File: src/rtl/fluxo_dados_jogo.sv
// Game datapath: counters E/L/M/T, button register R, 16x4 sequence ROM and a button-press edge detector.
// Every counter and register updates on the next clock edge; all status outputs are combinational; no backpressure.
module fluxo_dados_jogo #(
  parameter int M_MODULO = 2000,
  parameter int T_MODULO = 5000
) (
  input  logic       clock,
  input  logic       reset,
  input  logic [3:0] botoes,
  input  logic       zeraE,
  input  logic       contaE,
  input  logic       zeraL,
  input  logic       contaL,
  input  logic       zeraM,
  input  logic       contaM,
  input  logic       zeraR,
  input  logic       registraR,
  input  logic       contaT,
  input  logic [1:0] seletor,
  output logic       jogada,
  output logic       timeout,
  output logic       botoesIgualMemoria,
  output logic       fimE,
  output logic       fimL,
  output logic       meioL,
  output logic       enderecoIgualLimite,
  output logic       enderecoMenorLimite,
  output logic       fimM,
  output logic       meioM,
  output logic [3:0] leds,
  output logic [3:0] db_contagem,
  output logic [3:0] db_limite,
  output logic [3:0] db_memoria,
  output logic [3:0] db_jogada
);

  localparam int MW = (M_MODULO > 1) ? $clog2(M_MODULO) : 1;
  localparam int TW = (T_MODULO > 1) ? $clog2(T_MODULO) : 1;

  logic [3:0]    contE;
  logic [3:0]    contL;
  logic [MW-1:0] contM;
  logic [TW-1:0] contT;
  logic [3:0]    regR;
  logic          botaoAnterior;
  logic [3:0]    memoria;

  always_ff @(posedge clock or posedge reset) begin
    if (reset) begin
      contE <= '0;
      contL <= '0;
    end else begin
      if (zeraE)       contE <= '0;
      else if (contaE) contE <= contE + 4'd1;
      if (zeraL)       contL <= '0;
      else if (contaL) contL <= contL + 4'd1;
    end
  end

  always_ff @(posedge clock or posedge reset) begin
    if (reset) begin
      contM <= '0;
    end else if (zeraM) begin
      contM <= '0;
    end else if (contaM) begin
      contM <= (contM == MW'(M_MODULO - 1)) ? '0 : contM + MW'(1);
    end
  end

  // A fresh press restarts the move timer; it holds at the last value until cleared.
  always_ff @(posedge clock or posedge reset) begin
    if (reset) begin
      contT <= '0;
    end else if (!contaT || jogada) begin
      contT <= '0;
    end else if (contT != TW'(T_MODULO - 1)) begin
      contT <= contT + TW'(1);
    end
  end

  always_ff @(posedge clock or posedge reset) begin
    if (reset) begin
      regR          <= '0;
      botaoAnterior <= 1'b0;
    end else begin
      if (zeraR)          regR <= '0;
      else if (registraR) regR <= botoes;
      botaoAnterior <= |botoes;
    end
  end

  always_comb begin
    memoria = 4'b0001;
    case (contE)
      4'd0:  memoria = 4'b0001;
      4'd1:  memoria = 4'b0010;
      4'd2:  memoria = 4'b0100;
      4'd3:  memoria = 4'b1000;
      4'd4:  memoria = 4'b0100;
      4'd5:  memoria = 4'b0010;
      4'd6:  memoria = 4'b0001;
      4'd7:  memoria = 4'b0001;
      4'd8:  memoria = 4'b0010;
      4'd9:  memoria = 4'b0010;
      4'd10: memoria = 4'b0100;
      4'd11: memoria = 4'b0100;
      4'd12: memoria = 4'b1000;
      4'd13: memoria = 4'b1000;
      4'd14: memoria = 4'b0001;
      4'd15: memoria = 4'b0100;
      default: memoria = 4'b0001;
    endcase
  end

  always_comb begin
    leds = 4'b0000;
    case (seletor)
      2'b01:   leds = memoria;
      2'b10:   leds = botoes;
      default: leds = 4'b0000;
    endcase
  end

  assign jogada              = (|botoes) & ~botaoAnterior;
  assign timeout             = (contT == TW'(T_MODULO - 1)) & contaT;
  assign botoesIgualMemoria  = (regR == memoria);
  assign fimE                = (contE == 4'd15);
  assign fimL                = (contL == 4'd15);
  assign meioL               = (contL == 4'd7);
  assign enderecoIgualLimite = (contE == contL);
  assign enderecoMenorLimite = (contE < contL);
  assign fimM                = (contM == MW'(M_MODULO - 1));
  assign meioM               = (contM == MW'(M_MODULO / 2));
  assign db_contagem         = contE;
  assign db_limite           = contL;
  assign db_memoria          = memoria;
  assign db_jogada           = regR;

endmodule

File: config.mk
export PLATFORM = sky130hd
export DESIGN_NAME = fluxo_dados_jogo
export DESIGN_NICKNAME = d
export VERILOG_FILES = /design/src/rtl/fluxo_dados_jogo.sv
export SDC_FILE = /design/constraint.sdc
export NUM_CORES = 1
export LEC_CHECK = 0
export ABC_CLOCK_PERIOD_IN_PS = 1850
export BUFFER_PORTS_ARGS = -buffer_cell sky130_fd_sc_hd__buf_2
export CORE_UTILIZATION = 49
export DETAILED_ROUTE_END_ITERATION = 7
export PLACE_DENSITY = 0.76
export REMOVE_ABC_BUFFERS = 1
export SLEW_MARGIN = 20
export SYNTH_ARGS = -nofsm -noshare
export SYNTH_HDL_FRONTEND = slang
export SYNTH_SLANG_ARGS = --single-unit
export TNS_END_PERCENT = 100
File: constraint.sdc
create_clock -name clock -period 1.85 [get_ports clock]
set_input_delay 0.4625 -clock clock [delete_from_list [all_inputs] [get_ports clock]]
set_output_delay 0.4625 -clock clock [all_outputs]
set_load 0.01 [all_outputs]
# After elaboration in Yosys (flattened, before gate mapping)
# Memory sizes are Yosys's and may differ from the RTL's.
# Index checks and enable logic that the tools add are counted.
# Widths: inputs -> output; s select.
# totals
memories,1
ff_bits,37
out_inout_bits,30
mem_bits_ro,64
input_bits,17
elab_cells,46
# memory_table
name,words,width,read_ports,rd_clocked_by_memory_dff,wr,line_no,source
(no name shown),16,4,1,0,0,94,case (contE)
# classes
n_lt_le_gt_ge,1
n_eq_ne,11
n_mux,12
reduce_logical,8
bitwise_logic,3
add_sub_neg,4
# op_table
cell,count
$mux 11,3
$mux 13,2
$mux 4,6
$add 13x1->13 const B,1
$eq 13x13->1 const B,1
$ne 13x13->1 const B,1
$add 11x1->11 const B,1
$eq 11x10->1 const B,1
$eq 11x11->1 const B,1
$reduce_bool 2->1,5
$add 4x1->4 const B,2
$eq 4x4->1,2
$eq 4x4->1 const B,2
$pmux 4 s2,1
$eq 4x3->1 const B,1
$lt 4x4->1,1
$reduce_or 4->1,1
$and 1x1->1,2
$eq 2x1->1 const B,1
$eq 2x2->1 const B,1
$logic_not 1->1,1
$logic_or 1x1->1,1
$not 1->1,1

# Logic depth before layout (Yosys ltp)
# Gate-level depths: netlist of the first run.
# logic_depth
word_depth,4
mapped_depth,7

# Worst setup path before layout of the first run
# OpenSTA, ideal clock, no wires.
# synth_path
path_type,register -> output
from,"reg contE[1], in the netlist db_contagem[1]"
to,out botoesIgualMemoria
path_buffers,0
arrival_time_ns,1.830
slack_ns,-0.443
path_stages_with_launch,6
t_required_ns,1.387
cell_sequence,dfrtp_1 > inv_1 > ha_1 > mux4_2 > xor2_1 > nor4_2
# synth_between
elab_chain_cells,2
# synth_rtl
element,line_no,source
from (decl),40,logic [3:0] contE;
from (signal assigned),54,else if (contaE) contE <= contE + 4'd1;
$mem_v2 16x4,-,
net db_memoria[2],33,"output logic [3:0] db_memoria,"
$eq 4x4->1,126,assign botoesIgualMemoria = (regR == memoria);
to (decl),22,"output logic botoesIgualMemoria,"
# The timed path passes the listed nets, and every way through them passes these cells.

# Worst setup path after layout of the first run
# layout_path
from,"reg contE[1], in the netlist db_contagem[1]"
to,out botoesIgualMemoria
# layout_between
elab_chain_cells,2
# layout_rtl
element,line_no
$mem_v2 16x4,-
$eq 4x4->1,126
# Every way passes these cells.

==> results of run 1 <==
-- per-stage QoR --
stage          power, mW  cells  setup slack [ns]
2_1_floorplan       1.05    222            -0.443
3_3_place_gp        1.19    339            -0.303
3_5_place_dp        1.20    339            -0.315
4_1_cts             1.78    355            -0.600
5_1_grt             1.91    357            -0.697
6_report            1.80    357            -0.595
-- critical path, stage by stage, from the launching register on --
cell and delay, ns:
dfrtp_2 0.46, ha_4 0.19, mux4_2 0.49, xor2_1 0.16, nor4_2 0.21, buf_2 0.17
-- registers in the layout (all words and copies together) (netlist names) --
signal,count
db_limite,4
contM,11
contT,13
botaoAnterior,1
db_contagem,4
db_jogada,4
-- what timing repair did --
item	CTS	global route
endpoints found under the setup margin	14	16
resized for setup	14	21
pin swaps	5	9
buffers inserted	8	3
-- power groups by stage --
stage               clock network, mW  logic (mW)  registers [mW]
floorplan                           0       0.167           0.886
global placement                    0       0.319           0.874
detailed placement                  0       0.328           0.875
CTS                             0.570       0.357           0.856
global route                    0.607       0.433           0.868
finish                          0.548       0.389           0.864
-- how the worst min path moves through the flow --
stage	start	end	slack, ns
floorplan	contT[12]$_DFFE_PP0P_	contT[12]$_DFFE_PP0P_	0.50
finish	reset	db_contagem[0]$_DFFE_PP0P_	0.26
detailed placement	contT[12]$_DFFE_PP0P_	contT[12]$_DFFE_PP0P_	0.55
CTS	reset	db_contagem[0]$_DFFE_PP0P_	0.27
global placement	contT[12]$_DFFE_PP0P_	contT[12]$_DFFE_PP0P_	0.54
global route	reset	contT[1]$_DFFE_PP0P_	0.32
-- cell type report --
cell class | count | area (µm²)
multi-input combinational | 168 | 1300
fill | 316 | 1220
sequential | 37 | 931
timing repair buffer | 77 | 483
clock buffer | 6 | 72.6
inverter | 17 | 66.3
tap | 50 | 62.6
clock inverter | 2 | 10.0
-- routing by layer --
| layer | global-route usage [%] | wire (µm) | up-vias |
|---|---|---|---|
| met1 | 26.4 | 2100 | 925 |
| met2 | 39.8 | 2510 | 52 |
| met3 | 6.41 | 213 | 4 |
| met5 | 0 | 0 | - |
| met4 | 6.89 | 54 | 0 |
| li1 | - | - | 953 |
-- kinds of logic (layout without fill, tap and decap cells) --
kind of cell             after synthesis  count (layout)  synth area share (%)
buffers and inverters                 22             102                  4.19
adder cells (fa/ha/maj)               15              15                  8.61
AND/OR/NAND/NOR                       92              92                  21.6
flip-flops                            37              37                  42.5
AO/OA/AOI/OAI                         27              27                  8.32
multiplexers                          10              10                  5.22
XOR/XNOR                              24              24                  9.64
-- layout by cell type, fill, tap and decap left out, drive strengths merged, types with 3 or more instances in the layout --
cell | Yosys | layout
a21oi | 6 | 6
a22oi | 4 | 4
and3 | 3 | 3
buf | 2 | 77
clkbuf | 3 | 6
dfrtp | 37 | 37
ha | 15 | 15
inv | 17 | 17
mux2i | 8 | 8
nand2 | 9 | 9
nand3 | 8 | 8
nand4 | 5 | 5
nor2 | 40 | 40
nor3 | 5 | 5
nor4 | 7 | 7
o21ai | 6 | 6
or3 | 3 | 3
xnor2 | 17 | 17
xor2 | 7 | 7
==> results.md, run 1 <==
* Outcome: finished, violations left
* Failing checks: setup timing
* Nets@finish at approximately 340
* Gr ovfl total at 0
* # DRC at 0
* Worst-Skew Late Latency at 0.30 ns
* Post-DP HPWL at between 3 and 4 mm
* Die Wd at between 60 and 70 µm
* Final setup viols at 11
* Setup TNS at -3.93 ns
* DP Area at roughly 2600 µm²
* Reg power frac at about 48%
* Async SR Flop Fraction at 100%
* CTS Buffer Depth at 2
* Util after Layout at between 70% and 80%
* Max transition margin at between 60 and 70%
* DR iter-0 viols at ~130
* Avg Cell Area, Syn at around 9.6 µm²
* Syn Inst Count at 227
* Fraction of layout cells with a size suffix above 1 at roughly 37%
* Int Power at roughly 1.3 mW
* Initial Util at between 50% and 60%
* RSZ-0062 raised after global routing: yes
* Worst r2r path cells at 6
* Number of synthesized register bits at 37
* Pre-Repair DR Iteration Count at 4
* Antenna Nets Post-Route at 0
* Leak at approximately 1.4 nW
* Num CTS Buffers at 5
* Area growth from synthesis to layout at 34.2%
* Core footprint at 4140 µm²
* Synth top cells by count: 40 x nor2_1, 37 x dfrtp_1, 17 x inv_1, 17 x xnor2_1, 15 x ha_1
* Worst-path clk slew at about 0.07 ns
* Placer congestion estimate at 0.762
* Crit end category: output port
* Synth area leaders: dfrtp_1 42%, ha_1 8.6%, nor2_1 6.9%, xnor2_1 6.8%, mux2i_1 3.7%
* Final Hold Fails at 0
* Setup ws final at -0.595 ns
* Vias/cell at 5.42
* Cell Rows at 23
* Period utilization at 132%
* Tot GR Track Use at approximately 23%
* Min-delay worst type: input port to asynchronous set/reset pin
* Area leader, netlist: dfrtp_1
* DRT Wirelength at just under 5 mm
* P per Cell Area at just over 600 nW/µm²
* R2r setup slk at just over 0.3 ns
* CTS tree: done
* Port-buffer cells at between 40 and 50
* Crit path launch type: flop
* Post-synth EDFFs at 0
* Worst EP arrival at approximately 2.0 ns
* Worst VDD drop at just over 500 µV
* Skew final at slightly below 0.009 ns
* Top_reg_cell synth: dfrtp_1
* Largest net degree at the start of global routing at 38
* Max Cap Viol at 0
* Yosys top cell area share at ~42%
* Root Buffer: clkbuf_8
* Htree depth at 2
* Switching pwr at slightly above 0.5 mW
* Most numerous cell in the Yosys netlist: nor2_1
* Critical path type: flop to output port
* WL/cell at between 10 and 15 µm
* Vias at 1934
* Max-slew violations at 0
* Yosys warns at 0
* Setup crit end: botoesIgualMemoria
* Critical path peak fanout at 5
* Combinational share of power at between 20% and 30%
* Num Clock Sinks at 37
* Post-synth cell types at 43
* First-pass GRT wire length at just under 8 mm
* Sequential cell area fraction in the yosys report at a little over two fifths
* Synth Cell Area at about 2200 µm²
* Worst Setup SP: db_contagem[1]$_DFFE_PP0P_
* Post-route cell area at 2930 µm²
* I/O Pins at 47
* Clock power frac at slightly above 30%
* FMAX at 409 MHz
* Hold Buf Count CTS at 0
* DIE AREA at approximately 4700 µm²
* Actual slew at the worst max-slew pin at roughly 0.47 ns
* Final min period at roughly 2.4 ns
* Worst Hold Slack at about 0.26 ns
* Reg2reg start: contM[1]$_DFFE_PP0P_
* Initial antenna violation count at 0
* Ant. Diodes at 0
* Die height at 68.7 µm
* Vias in the first global route at between 1.5k and 2k
* Switch share at 28.6%
* WP data required at around 1.4 ns
* RR Endpoint: contM[8]$_DFFE_PP0P_
Power figures use the tool's default switching activity.
==> inputs of run 2 (changes only) <==
--- a/config.mk
+++ b/config.mk
@@ -10,7 +10,6 @@
 export CORE_UTILIZATION = 49
 export DETAILED_ROUTE_END_ITERATION = 7
 export PLACE_DENSITY = 0.76
-export REMOVE_ABC_BUFFERS = 1
 export SLEW_MARGIN = 20
 export SYNTH_ARGS = -nofsm -noshare
 export SYNTH_HDL_FRONTEND = slang
==> run 2 against run 1 <==
Compared with the run above:
- the flow still finishes with violations (setup timing)
- first-iteration DRC count shrank 39%
- sequential power is essentially flat
- cell area is 4.2% higher
- die area is the same
- clock skew decreased by 0.0020 ns
- largest power group unchanged
==> results.md, run 2 (synthesis results as in run 1) <==
* Final Hold Fails at 0 (unchanged)
* Worst-path clk slew at 0.07 ns (about the same)
* Root Buffer: clkbuf_8 (unchanged)
* RR Endpoint: contM[9]$_DFFE_PP0P_ (was contM[8]$_DFFE_PP0P_)
* Hold Buf Count CTS at 0 (unchanged)
* Placement Setup Slack at -0.248 ns (was -0.315 ns)
* Area growth from synthesis to layout at 39.8% (was 34.2%)
* Cell Rows at 23 (unchanged)
* Worst EP arrival at 1.95 ns (was 1.98 ns)
* Num CTS Buffers at 5 (unchanged)
* Fraction of layout cells with a size suffix above 1 at 40.3% (was 36.8%)
* Leak at 1.42 nW (was 1.36 nW)
* P per Cell Area at 625 nW/µm² (was 615 nW/µm²)
* DIE AREA at 4720 µm² (unchanged)
* # DRC at 0 (unchanged)
* Largest regs: contT x13, contM x11 (unchanged)
* Critical path type: flop to output port (unchanged)
* DR iter-0 viols at 80 (was 132)
* Final min period at 2.41 ns (was 2.44 ns)
* Tot GR Track Use at 24.4% (was 22.6%)
* Outcome: finished, violations left (unchanged)
* Vias/cell at 5.50 (was 5.42)
* Total power at 1.91 mW (was 1.80 mW)
* Die height at 68.7 µm (unchanged)
* Util after Layout at 73.6% (was 70.6%)
* WP data required at 1.39 ns (about the same)
* Nets@finish at 346 (was 338)
* Htree depth at 2 (unchanged)
* Commonest non-fill, non-tap cell in the layout: buf_2 (unchanged)
* Largest net degree at the start of global routing at 38 (unchanged)
* Failing checks: setup timing (unchanged)
* Antenna Nets Post-Route at 0 (unchanged)
* FMAX at 414 MHz (was 409 MHz)
* Initial antenna violation count at 0 (unchanged)
* Pre-Repair DR Iteration Count at 4 (unchanged)
* Crit end category: output port (unchanged)
* CTS Buffer Depth at 2 (unchanged)
* Syn nets at 259
* Post-DP HPWL at 3.44 mm (was 3.27 mm)
* Setup ws final at -0.564 ns (was -0.595 ns)
* Placer congestion estimate at 0.786 (was 0.762)
* Setup TNS at -3.64 ns (was -3.93 ns)
* R2r setup slk at 0.26 ns (was 0.31 ns)
* WL/cell at 15.1 µm (was 13.7 µm)
* DP Area at 2630 µm² (was 2600 µm²)
* CTS tree: done (unchanged)
* Ant. Diodes at 0 (unchanged)
* Die Wd at 68.7 µm (unchanged)
* Vias at 2008 (was 1934)
* Gr ovfl total at 0 (unchanged)
* Worst Setup SP: db_contagem[1]$_DFFE_PP0P_ (unchanged)
* Core footprint at 4140 µm² (unchanged)
* Max-slew violations at 0 (unchanged)
* Max Cap Viol at 0 (unchanged)
* Worst VDD drop at 399 µV (was 514 µV)
* Post-route insts no fill at 365 (was 357)
* Vias in the first global route at 1927 (was 1797)
* Crit path launch type: flop (unchanged)
* RSZ-0062 raised after global routing: yes (unchanged)
* Actual slew at the worst max-slew pin at 0.469 ns (was 0.470 ns)
* Post-route cell area at 3050 µm² (was 2930 µm²)
* Reg with most FFs: contT (unchanged)
* Largest register FFs at 13 (unchanged)
* Cells after DPL at 338 (was 339)
* I/O Pins at 47 (unchanged)
* First-pass GRT wire length at 8.40 mm (was 7.78 mm)
* Worst-Skew Late Latency at 0.29 ns (was 0.30 ns)
* DRT Wirelength at 5.49 mm (was 4.88 mm)
* Num Clock Sinks at 37 (unchanged)
* Period utilization at 130% (was 132%)
* Max transition margin at 68.8% (was 68.6%)
* Port-buffer cells at 46 (unchanged)
* Final setup viols at 13 (was 11)
* Worst r2r path cells at 6 (unchanged)
* Commonest non-fill, non-tap cells in the layout: 44 x buf_2, 40 x nor2_1, 33 x dfrtp_1, 33 x buf_4, 17 x xnor2_1 (was 44 x buf_2, 40 x nor2_1, 33 x dfrtp_1)
* Critical path peak fanout at 5 (unchanged)
* Worst Hold Slack at 0.261 ns (was 0.264 ns)
* Min-delay worst type: input port to asynchronous set/reset pin (unchanged)
* Setup crit end: botoesIgualMemoria (unchanged)
* Initial Util at 52.6% (unchanged)
* Reg2reg start: contM[0]$_DFFE_PP0P_ (was contM[1]$_DFFE_PP0P_)
* Skew final at 0.00694 ns (was 0.00890 ns)
==> run 2: layer usage <==
layer | share of wire [%] | wire, µm | global-route usage (%)
met1 | 42 | 2310 | 28.1
met2 | 51 | 2830 | 42.5
met3 | 4.3 | 235 | 6.58
met4 | 2.2 | 123 | 10.5
met5 | 0 | 0 | 0
==> run 2: worst min path at each step <==
stage                           from                       end  cells past startpoint
2_1_floorplan  contT[12]$_DFFE_PP0P_     contT[12]$_DFFE_PP0P_                      2
3_3_place_gp   contT[12]$_DFFE_PP0P_     contT[12]$_DFFE_PP0P_                      2
3_5_place_dp   contT[12]$_DFFE_PP0P_     contT[12]$_DFFE_PP0P_                      2
4_1_cts                        reset     contM[10]$_DFFE_PP0P_                      3
5_1_grt                        reset     contM[10]$_DFFE_PP0P_                      3
6_report                       reset  db_limite[3]$_DFFE_PP0P_                      3
==> run 2: cell type report <==
class	count	area (µm²)
Sequential cell	37	931
Multi-Input combinational cell	168	1330
Clock inverter	1	5.00
Timing Repair Buffer	85	558
Inverter	17	63.8
Fill cell	281	1090
Tap cell	50	62.6
Clock buffer	7	96.3
==> run 2: critical path: stages, from the launching register on <==
cell and delay [ns]:
dfrtp_2 0.46, ha_4 0.19, ha_4 0.15, nor2b_4 0.12
a31o_4 0.22, xor2_1 0.15, nor4_2 0.21, buf_2 0.17
==> run 2: power breakdown <==
part           internal, mW  switching, mW  total (mW)  leakage [nW]
clock                 0.337          0.296       0.633        0.0542
sequential            0.834         0.0287       0.862         0.496
combinational         0.201          0.211       0.412         0.875
==> run 2: timing repair <==
action | in CTS | in global routing
pin swaps | 6 | 14
resized for setup | 16 | 20
setup endpoints to repair | 13 | 16
setup buffers | 9 | 11
==> inputs of run 3 (changes only) <==
--- a/config.mk
+++ b/config.mk
@@ -5,11 +5,11 @@
 export SDC_FILE = /design/constraint.sdc
 export NUM_CORES = 1
 export LEC_CHECK = 0
-export ABC_CLOCK_PERIOD_IN_PS = 1850
+export ABC_CLOCK_PERIOD_IN_PS = 2400
 export BUFFER_PORTS_ARGS = -buffer_cell sky130_fd_sc_hd__buf_2
-export CORE_UTILIZATION = 49
+export CORE_UTILIZATION = 54
 export DETAILED_ROUTE_END_ITERATION = 7
-export PLACE_DENSITY = 0.76
+export PLACE_DENSITY = 0.79
 export SLEW_MARGIN = 20
 export SYNTH_ARGS = -nofsm -noshare
 export SYNTH_HDL_FRONTEND = slang
==> constraint.sdc (replaced) <==
create_clock -name clock -period 2.4 [get_ports clock]
set_input_delay 0.6 -clock clock [delete_from_list [all_inputs] [get_ports clock]]
set_output_delay 0.6 -clock clock [all_outputs]
set_load 0.01 [all_outputs]
==> run 3 against run 2 <==
Compared with the run above:
- the flow still finishes with violations (setup timing)
- critical path depth rose by 2
- power is 26% lower
- die area fell by 9.0%
- final cell count decreased by 7.1%
- non-clock buffer count down 24
- setup slack better by 0.34 ns
- global-route usage is 0.95 points lower
- clock power is 29% lower
- hold slack improved by 0.14 ns
- register-to-register slack better by 0.50 ns
- clock skew about the same
- utilization is 0.34 points higher
- critical endpoint is now leds[3]
- largest cell class unchanged
- highest routed layer unchanged
==> results.md, run 3 (synthesis results as in run 1) <==
* Critical path peak fanout at 6 (was 5)
* Final min period at approximately 2.6 ns
* Switch share at 28.2% (was 28.1%)
* CTS tree: done (unchanged)
* Outcome: finished, violations left (unchanged)
* Combinational share of power at 20.9% (was 21.6%)
* Nets@finish at 322 (was 346)
* # fillers at 258 (was 281)
* Worst Hold Slack at 0.398 ns (was 0.261 ns)
* Skew final at 0.00725 ns (was 0.00694 ns)
* Commonest non-fill, non-tap cells in the layout: 45 x buf_2, 40 x nor2_1, 34 x dfrtp_1 (was 44 x buf_2, 40 x nor2_1, 33 x dfrtp_1, 33 x buf_4, 17 x xnor2_1)
* Post-DP HPWL at 3.14 mm (was 3.44 mm)
* Area growth from synthesis to layout at 27.8% (was 39.8%)
* Initial Util at 57.8% (was 52.6%)
* Crit path launch type: flop (unchanged)
* Largest net degree at the start of global routing at 38 (unchanged)
* Gr ovfl total at 0 (unchanged)
* Hold Buf Count CTS at 0 (unchanged)
* RSZ-0062 raised after global routing: yes (unchanged)
* Core footprint at 3770 µm² (was 4140 µm²)
* WP data required at 1.80 ns (was 1.39 ns)
* Vias/cell at 5.56 (was 5.50)
* Crit end category: output port (unchanged)
* Total power at 1.41 mW (was 1.91 mW)
* Num Clock Sinks at 37 (unchanged)
* Vias at 1885 (was 2008)
* Period utilization at 109%
* Actual slew at the worst max-slew pin at 0.513 ns (was 0.469 ns)
* Root Buffer: clkbuf_8 (unchanged)
* Reg power frac at 47.4% (was 45.2%)
* Placement Setup Slack at 0.0212 ns (was -0.248 ns)
* Vias in the first global route at 1726 (was 1927)
* WL/cell at 15.1 µm (about the same)
* DIE AREA at 4300 µm² (was 4720 µm²)
* Final setup viols at 6 (was 13)
* Fraction of layout cells with a size suffix above 1 at 32.3% (was 40.3%)
* Leak at 1.29 nW (was 1.42 nW)
* First-pass GRT wire length at 7.56 mm (was 8.40 mm)
* Syn nets at 259 (unchanged)
* Initial antenna violation count at 0 (unchanged)
* Setup ws final at -0.219 ns (was -0.564 ns)
* Max transition margin at 65.5% (was 68.8%)
* I/O Pins at 47 (unchanged)
* Ant. Diodes at 0 (unchanged)
* Placer congestion estimate at 0.802 (was 0.786)
* Failing checks: setup timing (unchanged)
* Reg with most FFs: contT (unchanged)
* Clock power frac at 31.7% (was 33.2%)
* Switching pwr at 0.399 mW (was 0.536 mW)
* Die Wd at 65.6 µm (was 68.7 µm)
* Tot GR Track Use at 23.5% (was 24.4%)
* Worst EP arrival at 2.02 ns (was 1.95 ns)
* Htree depth at 2 (unchanged)
* Num CTS Buffers at 5 (unchanged)
* Max Cap Viol at 0 (unchanged)
* Worst-path clk slew at 0.07 ns (about the same)
* # DRC at 0 (unchanged)
* Final Hold Fails at 0 (unchanged)
* CTS Buffer Depth at 2 (unchanged)
* Critical path type: flop to output port (unchanged)
* Worst VDD drop at 348 µV (was 399 µV)
* Worst-Skew Late Latency at 0.29 ns (about the same)
* P per Cell Area at 508 nW/µm² (was 625 nW/µm²)
* Die height at 65.6 µm (was 68.7 µm)
* Largest register FFs at 13 (unchanged)
* FMAX at 382 MHz
* DRT Wirelength at 5.11 mm (was 5.49 mm)
* Pre-Repair DR Iteration Count at 4 (unchanged)
* DR iter-0 viols at 127 (was 80)
* Port-buffer cells at 46 (unchanged)
* Worst r2r path cells at 5 (was 6)
* Max-slew violations at 0 (unchanged)
* Commonest non-fill, non-tap cell in the layout: buf_2 (unchanged)
* Int Power at 1.02 mW (was 1.37 mW)
* Cell Rows at 22 (was 23)
* Largest regs: contT x13, contM x11 (unchanged)
* Antenna Nets Post-Route at 0 (unchanged)
* Min-delay worst type: input port to asynchronous set/reset pin (unchanged)
run 3: changes by cell type in the layout (fill, tap and decap cells not counted), moves of 2 or more:
| cell | previous run | this run |
|---|---|---|
| buf_4 | 33 | 11 |
| buf_6 | 8 | 5 |
| clkbuf_1 | 0 | 2 |
| ha_1 | 6 | 9 |
| ha_4 | 6 | 4 |
| nor4b_4 | 2 | 0 |
run 3: layout make-up:
class / instances / area [µm²] / share of cell area [%]
well taps: 48 / 60.1 / 2.15
clock buffers: 8 / 90.1 / 3.23
inverters: 17 / 63.8 / 2.29
repair buffers: 61 / 364 / 13.1
flip-flops and latches: 37 / 930 / 33.3
multi-input cells: 168 / 1280 / 45.9
run 3: what timing repair did:
| action | 4_1_cts | 5_1_grt |
|---|---|---|
| gates resized for setup | 15 | 16 |
| endpoints found under the setup margin | 5 | 7 |
| pin swaps | 2 | 6 |
| setup buffers | 6 | 4 |
run 3: critical path: stages, from the launching register on:
cell and delay (ns):
dfrtp_2 0.47, ha_4 0.20, ha_4 0.15, nor2b_4 0.12
a31o_4 0.23, buf_4 0.13, buf_6 0.11, a22oi_2 0.11
nor2_1 0.07, buf_2 0.13
run 3: metal layers:
layer | global-route usage (%) | up-vias | part of all wire (%)
met4 | 11.7 | 0 | 2.6
met1 | 30.3 | 898 | 43
met5 | 0 | - | 0
met3 | 5.03 | 16 | 3.5
met2 | 37.1 | 54 | 51
li1 | - | 917 | -
run 3: power groups by stage:
stage | Clock [mW] | Combinational, mW | Sequential [mW]
after floorplan | 0 | 0.137 | 0.681
after global placement | 0 | 0.224 | 0.680
after detailed placement | 0 | 0.229 | 0.681
after CTS | 0.453 | 0.253 | 0.670
after global routing | 0.488 | 0.320 | 0.675
final | 0.448 | 0.295 | 0.671
run 3: metrics by stage:
step / cells / setup TNS (ns) / area, µm² / utilization [%]
after CTS: 335 / -0.446 / 2680 / 71.0
after global placement: 321 / 0 / 2480 / 65.8
after detailed placement: 321 / 0 / 2480 / 65.8
after floorplan: 227 / 0 / 2180 / -
after global routing: 339 / -1.08 / 2790 / 73.9
final: 339 / -0.759 / 2790 / 73.9
run 3: path summary, 6_finish.rpt:
path	endpoint	startpoint	slack, ns
max	leds[3]	db_contagem[1]$_DFFE_PP0P_	-0.22
min	contM[3]$_DFFE_PP0P_	reset	0.40
max reg2reg	contM[10]$_DFFE_PP0P_	contM[0]$_DFFE_PP0P_	0.76
min reg2reg	contT[12]$_DFFE_PP0P_	contT[12]$_DFFE_PP0P_	0.57
max in group asynchronous	db_contagem[2]$_DFFE_PP0P_	reset	1.65
min in group clock	db_limite[3]$_DFFE_PP0P_	zeraL	0.50
